--- src/rtl/sim_ctrl_sequencer.sv ---
// sim_ctrl_sequencer
// Testbench-side controller that sequences the simulated SoC top. It holds the
// DUT in reset for a programmed number of cycles, then runs the one-shot DPI
// init handshake. After that it issues per-cycle DPI step requests until a
// halt arrives. It counts committed steps and schedules perf clean/dump
// pulses. It also buffers host UART input characters for the DUT to read.
//
// Ports:
//   clock, reset       clock and synchronous active-low reset
//   dut_reset          active-high reset driven into the DUT
//   init_req/init_ack  one-shot DPI init handshake
//   step_req/step_ack  per-cycle DPI step handshake (ack = step committed)
//   halt / halted      stop request in, terminal-state indication out
//   cycle_cnt          64-bit committed-step counter
//   perf_clean/dump    single-cycle perf pulses into the DUT
//   uart_push(_ch)     host pushes a character into the input FIFO
//   uart_full/ovf      FIFO full, sticky dropped-push flag
//   uart_rd/uart_rd_ch DUT read request and the character it sees
module sim_ctrl_sequencer #(
  parameter int unsigned RESET_CYCLES  = 100,
  parameter int unsigned PERF_INTERVAL = 1000000,
  parameter int unsigned UART_DEPTH    = 8
) (
  input  logic        clock,
  input  logic        reset,
  output logic        dut_reset,
  output logic        init_req,
  input  logic        init_ack,
  output logic        step_req,
  input  logic        step_ack,
  input  logic        halt,
  output logic        halted,
  output logic [63:0] cycle_cnt,
  output logic        perf_clean,
  output logic        perf_dump,
  input  logic        uart_push,
  input  logic [7:0]  uart_push_ch,
  output logic        uart_full,
  output logic        uart_ovf,
  input  logic        uart_rd,
  output logic [7:0]  uart_rd_ch
);

  localparam int AW = $clog2(UART_DEPTH);

  typedef enum logic [1:0] {
    RST_HOLD,
    INIT,
    RUN,
    HALTED
  } state_t;

  state_t      state;
  state_t      next_state;
  logic [31:0] hold_cnt;
  logic        halt_pend;
  logic [31:0] perf_cnt;
  logic        step_count_en;

  logic [7:0]  fifo_mem [UART_DEPTH];
  logic [AW:0] wr_ptr;
  logic [AW:0] rd_ptr;
  logic [AW:0] fifo_count;
  logic        fifo_empty;
  logic        pop;
  logic        push;

  // A halt seen before RUN is remembered so the first RUN cycle goes straight
  // to HALTED without committing any step.
  always_comb begin
    next_state    = state;
    step_count_en = 1'b0;
    case (state)
      RST_HOLD: if (hold_cnt == RESET_CYCLES - 1) next_state = INIT;
      INIT:     if (init_ack) next_state = RUN;
      RUN: begin
        step_count_en = step_ack && !halt_pend;
        if (halt || halt_pend) next_state = HALTED;
      end
      HALTED:   next_state = HALTED;
      default:  next_state = RST_HOLD;
    endcase
  end

  // Control outputs are registered off the next state so they line up with
  // the state they describe without decode glitches. The perf modulo counter
  // replaces a divide of the 64-bit step count.
  always_ff @(posedge clock) begin
    if (!reset) begin
      state      <= RST_HOLD;
      hold_cnt   <= 32'd0;
      halt_pend  <= 1'b0;
      dut_reset  <= 1'b1;
      init_req   <= 1'b0;
      step_req   <= 1'b0;
      halted     <= 1'b0;
      cycle_cnt  <= 64'd0;
      perf_cnt   <= 32'd0;
      perf_clean <= 1'b0;
      perf_dump  <= 1'b0;
    end else begin
      state      <= next_state;
      dut_reset  <= (next_state == RST_HOLD);
      init_req   <= (next_state == INIT);
      step_req   <= (next_state == RUN);
      halted     <= (next_state == HALTED);
      perf_clean <= (state == INIT) && (next_state == RUN);
      perf_dump  <= 1'b0;
      if (state == RST_HOLD) hold_cnt <= hold_cnt + 32'd1;
      if (((state == RST_HOLD) || (state == INIT)) && halt) halt_pend <= 1'b1;
      if (step_count_en) begin
        cycle_cnt <= cycle_cnt + 64'd1;
        if (perf_cnt == PERF_INTERVAL - 1) begin
          perf_cnt  <= 32'd0;
          perf_dump <= 1'b1;
        end else begin
          perf_cnt <= perf_cnt + 32'd1;
        end
      end
    end
  end

  // The pointers carry one extra wrap bit, so the occupancy is their
  // difference. Full is exactly the top bit of that difference, because the
  // occupancy never exceeds the power-of-two depth.
  assign fifo_count = wr_ptr - rd_ptr;
  assign fifo_empty = (wr_ptr == rd_ptr);
  assign uart_full  = fifo_count[AW];
  assign pop        = uart_rd && !fifo_empty && (state != RST_HOLD);
  assign push       = uart_push && (!uart_full || pop);
  assign uart_rd_ch = fifo_empty ? 8'hff : fifo_mem[rd_ptr[AW-1:0]];

  // Pointer and overflow state. A push into a full FIFO is still accepted
  // when a pop frees the head slot in the same cycle.
  always_ff @(posedge clock) begin
    if (!reset) begin
      wr_ptr   <= '0;
      rd_ptr   <= '0;
      uart_ovf <= 1'b0;
    end else begin
      if (pop) rd_ptr <= rd_ptr + 1'b1;
      if (push) wr_ptr <= wr_ptr + 1'b1;
      if (uart_push && !push) uart_ovf <= 1'b1;
    end
  end

  // Storage needs no reset; the pointers define which entries are valid.
  always_ff @(posedge clock) begin
    if (push) fifo_mem[wr_ptr[AW-1:0]] <= uart_push_ch;
  end

endmodule

--- config.mk ---
export PLATFORM = sky130hd
export DESIGN_NAME = sim_ctrl_sequencer
export DESIGN_NICKNAME = d
export VERILOG_FILES = /design/src/rtl/sim_ctrl_sequencer.sv
export SDC_FILE = /design/constraint.sdc
export NUM_CORES = 1
export LEC_CHECK = 0
export CORE_ASPECT_RATIO = 0.6
export CORE_MARGIN = 2
export CORE_UTILIZATION = 50
export CTS_CLUSTER_DIAMETER = 40
export CTS_CLUSTER_SIZE = 40
export DETAILED_ROUTE_END_ITERATION = 8
export PLACE_DENSITY = 0.75
export SYNTH_ARGS = -nofsm -noshare
export SYNTH_HDL_FRONTEND = slang
export SYNTH_SLANG_ARGS = --single-unit
--- constraint.sdc ---
create_clock -name clock -period 3.9 [get_ports clock]
set_clock_uncertainty 0.05 [all_clocks]
set_input_delay 0.585 -clock clock [delete_from_list [all_inputs] [get_ports clock]]
set_output_delay 0.585 -clock clock [all_outputs]
set_load 0.02 [all_outputs]
## Word level (Yosys, flattened, before mapping)

Memories as Yosys holds them, arrays and structs flattened. A register that Yosys moved wholly into a read port is not among the register bits.
Index checks and enable logic that the tools add are counted.

| storage, ports and cells | value |
|---|---|
| register bits after elaboration | 146 |
| output and inout bits | 80 |
| RAM bits | 64 |
| memories | 1 |

| cells by class | value |
|---|---|
| reductions and logical operators | 18 |
| $add $sub $neg | 6 |
| equality and inequality tests | 9 |
| muxes and demuxes | 12 |

Memories:

| name | words | bits a word | read ports | clocked after Yosys merged registers in | write ports | line | source |
|---|---|---|---|---|---|---|---|
| fifo_mem | 8 | 8 | 1 | 1 | 1 | 60 | `logic [7:0] fifo_mem [UART_DEPTH];` |

Operators by type and width:

| cell | number |
|---|---|
| $add 32x1->32 const B | 2 |
| $add 64x1->64 const B | 1 |
| $eq 32x20->1 const B | 1 |
| $eq 32x7->1 const B | 1 |
| $mux 32 | 1 |
| $add 4x1->4 const B | 2 |
| $eq 2x2->1 const B | 4 |
| $mux 8 | 1 |
| $pmux 2 s4 | 1 |
| $logic_and 1x1->1 | 7 |
| $mux 2 | 3 |
| $mux 3 | 2 |
| $eq 2x1->1 const B | 2 |
| $eq 4x4->1 | 1 |
| $logic_not 1->1 | 4 |
| $logic_not 2->1 | 2 |
| $mux 1 | 4 |
| $sub 4x4->4 | 1 |
| $logic_or 1x1->1 | 3 |
| $reduce_and 2->1 | 1 |
| $reduce_bool 2->1 | 1 |

## Longest topological paths before layout

| logic depth | value |
|---|---|
| depth after elaboration | 8 |
| mapped depth | 9 |
| gate-level depth less buffers | 7 |

## Worst setup path after synthesis

No wires, ideal clock.

| timing | value |
|---|---|
| path type | register -> register |
| start point | register wr_ptr[0] |
| end point | memory fifo_mem[2][0], enable pin |
| setup slack | 804 ps |
| arrival time | 2648 ps |
| clock period less this slack | 3096 ps |
| path buffers | 0 |
| setup time | 398 ps |
| cell stages (with the launch flop) | 6 |
| path through | dfxtp_1 inv_1 ha_1 a41oi_1 o31ai_1 nor4b_1 |

| between the ends | value |
|---|---|
| word-level cells in the longest chain between the ends | 8 |

Ends and longest elaborated chain:

| what | line | source |
|---|---|---|
| start, declared | 61 | `logic [AW:0] wr_ptr;` |
| start signal, assigned | 142 | `if (push) wr_ptr <= wr_ptr + 1'b1;` |
| parallel branches: the longest is 8 deep, another holds $sub 4x4->4 | n/a |  |
| end, declared | 60 |  |

Several ways; the timed one is not identified.

## Worst setup path in the final report

| timing | value |
|---|---|
| start point | register wr_ptr[0] |
| end point | output uart_rd_ch[2] |

| between the ends | value |
|---|---|
| word-level cells in the longest chain between the ends | 2 |

Ends and longest elaborated chain:

| what | line | source |
|---|---|---|
| $eq 4x4->1 | 127 | `assign fifo_empty = (wr_ptr == rd_ptr);` |
| $mux 8 | 131 | `assign uart_rd_ch = fifo_empty ? 8'hff : fifo_mem[rd_ptr[AW-1:0]];` |
| end, declared | 41 | `output logic [7:0] uart_rd_ch` |

No other way between the ends.

==> flow_summary.toml <==
[sta]
finalWorstSetupSlack_ns = 0.400
slew_headroom_pct = 45.2
period_share_pct = 89.7
min_period_ns = 3.50
setup-tns-final_ns = 0
slew_viol_final = 0
finalHoldViolCount = 0
setup_viol = 0
worst_pin_slew_ns = 0.811
fmax_mhz = 286
rsz0062_at_grt = "false"

[power_and_ir_drop]
pwr-share-seq_pct = 49.7
comb_power_share_pct = 4.4
p_clk_share_pct = 45.9
p_leak_nw = 3.67
ir_drop_mv = 0.349
p_sw_share_pct = 24.1
p_int_mw = 3.56
p_per_area_mw_per_mm2 = 414
power.net_switching_mw = 1.13

[cts]
postCtsHoldBufs = 0
clock_latency_ns = 0.51
cts_root_buffer = "clkbuf_16"
cts_sinks = 213
post_cts_buffers = 0
clockBufferDepth = 3
clk_pin_slew_ns = 0.07
h-tree-depth = 1
cts_resized = 0
cts_buffers = 23
cts_tree = "yes"

[hold_path]
min_path_type = "reg -> reg"
whs_endpoint = "perf_cnt[1]"
min_from = "perf_cnt[1]"
hold_depth = 2

[finish]
syn_to_final_growth_pct = 21.8
num-fill-cells = 1453
drive_gt1_share_pct = 8.33
final_cell_mix = "149 x dfxtp_1, 99 x nor2_1, 94 x clkdlybuf4s50_1, 73 x nand2_1, 64 x edfxtp_1"
fin_nets = 1039
final_common_cell = "dfxtp_1"

[run]
cap_violations = 0

[global_routing]
grt_pass1_vias = 6595
antenna_found_initial = 1
grt_usage_pct = 21.2
grt_overflow = 0
grt_max_degree = 61
grt_pass1_wl_um = 34300

[route]
vias = 7287
wl_per_cell_um = 16.2
antenna_left = 0
drcViolationCount = 0
dr.first_iter.drc_count = 666
routed_wl_um = 20700
drt-vias-per-instance = 5.72
dr.pass1.iters = 5

[placement]
io_buffer_count = 94
dp_hpwl_um = 14100
pre_cts_slack_ns = 0.530
place.gp.congestion = 0.820

[logic_synthesis]
yosys_warnings = 0
ys_async_sr_fraction_pct = 0
synth-seq-area-share_pct = 52.7
yosys.area.top_type_share_pct = 32.1
synth-seq-cells = 213
synth_edf_count = 64
synthTopCellsByArea = "dfxtp_1 32%, edfxtp_1 21%, xnor2_1 4.6%"
syn_avg_cell_area_um2 = 10.2
synth-main-ff-cell = "dfxtp_1"
synthCells = 916
yosysUniqueCellTypes = 45
netlist_area_mm2 = 0.00930
synth_top_area_cell = "dfxtp_1"
syn_nets = 939

[worst_setup_path]
cp-end-kind = "primary output"
rr_startpoint = "state[1]"
cp_cell_sequence = "inv_1 -> ha_1 -> nand4_1 -> nand2_1 -> clkdlybuf4s50_1"
crit_path_max_fanout = 8
critPathKind = "reg -> out"
cp-start-kind = "flop"
r2r.worst_path.cells = 7
rr_endpoint = "cycle_cnt[57]"
critPathMaxStageDelay_ns = 0.64
cp.arrival_ns = 2.87
rrSetupSlack_ns = 0.90
cpMaxStageDelayCell = "clkdlybuf4s50_1"
critical_path_required_ns = 3.26

[die]
die-area_mm2 = 0.0197
core_area_mm2 = 0.0182
die_h_um = 110
die-width_um = 180
num_rows = 38
initial_core_util_pct = 51.2
io_pins = 95

[status]
status = "finished, final reports clean"
==> layer usage <==
layer  vias up  GRT usage [%]  part of all wire (%)
met1      3444           32.8                    50
met2       235           30.3                    41
met5         -              0                     0
li1       3572              -                     -
met4         0           5.47                   2.3
met3        36           4.14                   6.3
==> power groups by stage <==
stage | registers, mW | logic [mW] | clock network, mW
after floorplan | 2.37 | 0.108 | 0
after global placement | 2.38 | 0.201 | 0
after detailed placement | 2.38 | 0.204 | 0
after CTS | 2.33 | 0.206 | 2.19
after global routing | 2.33 | 0.224 | 2.29
final | 2.33 | 0.206 | 2.15
==> how the worst max path moves through the flow <==
stage,startpoint,endpoint,depth (start not counted)
3_3_place_gp,step_ack,cycle_cnt[59],8
3_5_place_dp,step_ack,cycle_cnt[57],8
4_1_cts,wr_ptr[0],uart_rd_ch[2],5
5_1_grt,wr_ptr[0],uart_rd_ch[2],5
2_1_floorplan,wr_ptr[0],fifo_mem[2][0],5
6_report,wr_ptr[0],uart_rd_ch[2],5
==> layout make-up <==
type / instances / area (um2) / share of cell area (%)
clock buffers: 24 / 589 / 5.20
inverters: 24 / 90.1 / 0.795
well taps: 240 / 300 / 2.65
flip-flops and latches: 213 / 4900 / 43.3
clock inverters: 17 / 170 / 1.50
diodes: 1 / 2.50 / 0.0221
multi-input cells: 643 / 4200 / 37.1
repair buffers: 111 / 1070 / 9.43
==> through the flow <==
stage	hold slack, ns	util [%]	cell area, um2	power, mW	cells
6_report	0.428	62.4	11300	4.69	1273
5_1_grt	0.459	62.4	11300	4.84	1273
4_1_cts	0.432	62.3	11300	4.72	1272
3_5_place_dp	0.422	58.2	10600	2.58	1231
3_3_place_gp	0.418	58.2	10600	2.58	1231
2_1_floorplan	0.393	-	9300	2.48	916
==> cell families (layout without fill, tap and decap cells) <==
| family | count (synthesis) | in the layout | share of synthesized area, % |
|---|---|---|---|
| buf+inv | 60 | 176 | 2.54 |
| other cells | 0 | 1 | 0 |
| mux | 29 | 29 | 5.27 |
| flops | 213 | 213 | 52.7 |
| xor+xnor | 85 | 85 | 8.00 |
| fa+ha+maj | 8 | 8 | 1.08 |
| simple gates | 417 | 417 | 23.8 |
| compound gates | 104 | 104 | 6.52 |
==> cell usage after synthesis, types with 23 or more instances <==
library cell,n
dfxtp_1,149
nor2_1,99
nand2_1,73
edfxtp_1,64
xnor2_1,49
a21oi_1,47
nand4_1,43
nand3_1,38
xor2_1,36
clkbuf_1,27
o21ai_0,26
nor3_1,25
or3_1,24
inv_1,23
nor4_1,23
==> worst max-delay path: cells and delay by family (launching register included) <==
kind          cells  cell delay (ns)
flops             1             0.47
simple gates      2             0.70
fa+ha+maj         1             0.35
buf+inv           2             0.85
==> state kept, by name, summed over array words and instances, names as in the netlist, 2 cells and up, named ones only <==
signal / cells
cycle_cnt: 64
fifo_mem: 64
hold_cnt: 32
perf_cnt: 32
rd_ptr: 4
wr_ptr: 4
state: 2
Note: power is estimated with default switching activity, not from simulation.
==> edit (config.mk and constraints unchanged) <==
One comparison of `perf_cnt` changes from == to >=.
--- a/src/rtl/sim_ctrl_sequencer.sv
+++ b/src/rtl/sim_ctrl_sequencer.sv
@@ -110,7 +110,7 @@
       if (((state == RST_HOLD) || (state == INIT)) && halt) halt_pend <= 1'b1;
       if (step_count_en) begin
         cycle_cnt <= cycle_cnt + 64'd1;
-        if (perf_cnt == PERF_INTERVAL - 1) begin
+        if (perf_cnt >= PERF_INTERVAL - 1) begin
           perf_cnt  <= 32'd0;
           perf_dump <= 1'b1;
         end else begin
Formal check against the unedited RTL: no difference found for any inputs over 10 cycles, from zero or initial values and one cycle with reset low; that may be too few to reach the edited logic, so the function may still have changed.
==> edit against the unedited design <==
Setup slack gained 0.11 ns; fmax grew 3.4%; wire length grew 5.6%; critical path depth grew 1; critical endpoint is now uart_full; largest power group unchanged; largest cell class unchanged; total power grew 2.6%; design area grew 1.3%; sequential cell count is the same; area after synthesis grew 1.8%; cell count grew 2.4%.
==> edit: results (changes against the unedited design) <==
* Clock transition at path regs at 0.07 ns (about the same)
* Dpl cells at 1261 (+2.4%)
* Clk_lat worst skew at 0.51 ns (about the same)
* RD Place Congestion at 0.811 (-1.1%)
* Worst setup endpoint: uart_full
* DRT iter0 DRCs at 623 (-6.5%)
* Synth area leaders: dfxtp_1, edfxtp_1, xnor2_1
* First-pass GRT wire length at 35400 um (+3.3%)
* Vias in the first global route at 6798 (+3.1%)
* Synth Flop Type: dfxtp_1
* Worst r2r dst: fifo_mem[3][4]$_DFFE_PP_
* P_leak at 3.64 nW (-0.86%)
* Met3 Use GR at 2.77% (-1.4 points)
* Initial antenna violation count at 0 (-1)
* Number of synthesis warnings at 0 (unchanged)
* Sequential-to-total area share from yosys stat at 51.8% (-0.93 points)
* GR Util All Layers at 21.2% (about the same)
* Share of layout cells above drive strength 1 at 7.81% (-0.53 points)
* Reg2reg path depth at 6 (-1)
* Final net count at 1069 (+2.9%)
* Number of inserted diodes at 0 (-1)
* CP max-delay cell: clkdlybuf4s50_1
* R2R setup slack at 0.64 ns (-0.26 ns)
* Worst-margin pin slew at 1.18 ns (+0.369 ns)
* Synth cell types at 50 (+11%)
* Asr flop ratio synth at 0% (unchanged)
* Met2 WL at 9210 um (+8.9%)
* Vias after detailed routing at 7578 (+4.0%)
* Final WL at 21800 um (+5.6%)
* Routed wire per std cell at 16.7 um (+3.2%)
* Wl on met1 at 10900 um (+4.9%)
* Synthesized Nets at 977 (+4.0%)
* Largest net degree at the start of global routing at 97 (+59%)
* CP peak stage delay at 0.56 ns (-0.08 ns)
* H-tree depth at 1 (unchanged)
* Met2 Use GR at 31.4% (+1.1 points)
* DR WL met3 at 1360 um (+4.5%)
* Number of synthesized flops with an enable pin at 64 (unchanged)
* Fillers at 1464 (+0.76%)
* First drt pass iteration count at 6 (+1)
* CP max FO at 10 (+2)
* HPWL after DPL at 14900 um (+6.0%)
* CP startpoint: wr_ptr[1]$_SDFFE_PN0P_
* Maximum vdd ir drop at 0.337 mV (-3.3%)
* Syn_area_per_cell at 9.92 sq um (-2.3%)
* Post-synth top cells: dfxtp_1, nor2_1, nand2_1
* Met1 Usage GRT at 33.1% (+0.38 points)
* Data arrival, critical path at 2.75 ns (-0.12 ns)
* Status: finished, final reports clean
## edit: changes by cell type in the layout (fill, tap and decap cells not counted), sizes merged, moves of 6 or more
| cell | delta |
|---|---|
| xor2 | -14 |
| o21ai | +13 |
| or3 | +14 |
| nand2 | +6 |
| a21oi | +12 |
| nor3 | +6 |
| and2 | -12 |
| nand3 | +14 |
## edit: metrics by stage
stage / utilization (%) / hold WS, ns / power, mW / worst slack, ns
after floorplan: - / 0.396 / 2.48 / 0.871
after global placement: 58.3 / 0.409 / 2.58 / 0.773
after detailed placement: 58.3 / 0.418 / 2.59 / 0.718
after CTS: 62.7 / 0.427 / 4.84 / 0.506
after global routing: 62.7 / 0.465 / 4.95 / 0.406
final: 62.7 / 0.425 / 4.81 / 0.514
## edit: area by class of cell
type	count	area, sq um	area share, %
clock buffer	23	576	5.02
timing repair buffer	107	1050	9.16
clock inverter	19	233	2.03
multi-input combinational	680	4330	37.7
inverter	21	78.8	0.687
tap	240	300	2.62
sequential	213	4900	42.8
## edit: worst min-delay path by stage
| stage | start | to | slack [ns] | depth (start not counted) |
|---|---|---|---|---|
| 3_3_place_gp | hold_cnt[31]$_SDFFE_PN0N_ | hold_cnt[31]$_SDFFE_PN0N_ | 0.41 | 2 |
| 5_1_grt | hold_cnt[31]$_SDFFE_PN0N_ | hold_cnt[31]$_SDFFE_PN0N_ | 0.47 | 2 |
| 4_1_cts | hold_cnt[31]$_SDFFE_PN0N_ | hold_cnt[31]$_SDFFE_PN0N_ | 0.43 | 2 |
| 3_5_place_dp | hold_cnt[31]$_SDFFE_PN0N_ | hold_cnt[31]$_SDFFE_PN0N_ | 0.42 | 2 |
| 6_report | hold_cnt[31]$_SDFFE_PN0N_ | hold_cnt[31]$_SDFFE_PN0N_ | 0.42 | 2 |
| 2_1_floorplan | hold_cnt[31]$_SDFFE_PN0N_ | hold_cnt[31]$_SDFFE_PN0N_ | 0.40 | 2 |
## edit: cell families after synthesis
family / after synthesis / synth area share, %
muxes: 33 / 5.60
adders and majority gates: 8 / 1.06
and+or+nand+nor: 442 / 24.8
xor gates and xnor gates: 73 / 6.75
AOI/OAI and AO/OA: 124 / 7.39
DFF: 213 / 51.8
buffers and inverters: 61 / 2.64
## edit: power by group
part / leakage (nW) / internal [mW] / switching, mW / total (mW)
combinational: 1.46 / 0.0843 / 0.123 / 0.207
clock: 0.392 / 1.23 / 1.04 / 2.27
sequential: 1.78 / 2.31 / 0.0168 / 2.33
total: 3.64 / 3.63 / 1.18 / 4.81
## edit: worst max-delay path: cells and delay by family (launching register included)
kind	cells	cell delay [ns]
fa+ha+maj	1	0.31
buf+inv	1	0.56
simple gates	3	0.69
flops	1	0.50
compound gates	1	0.18
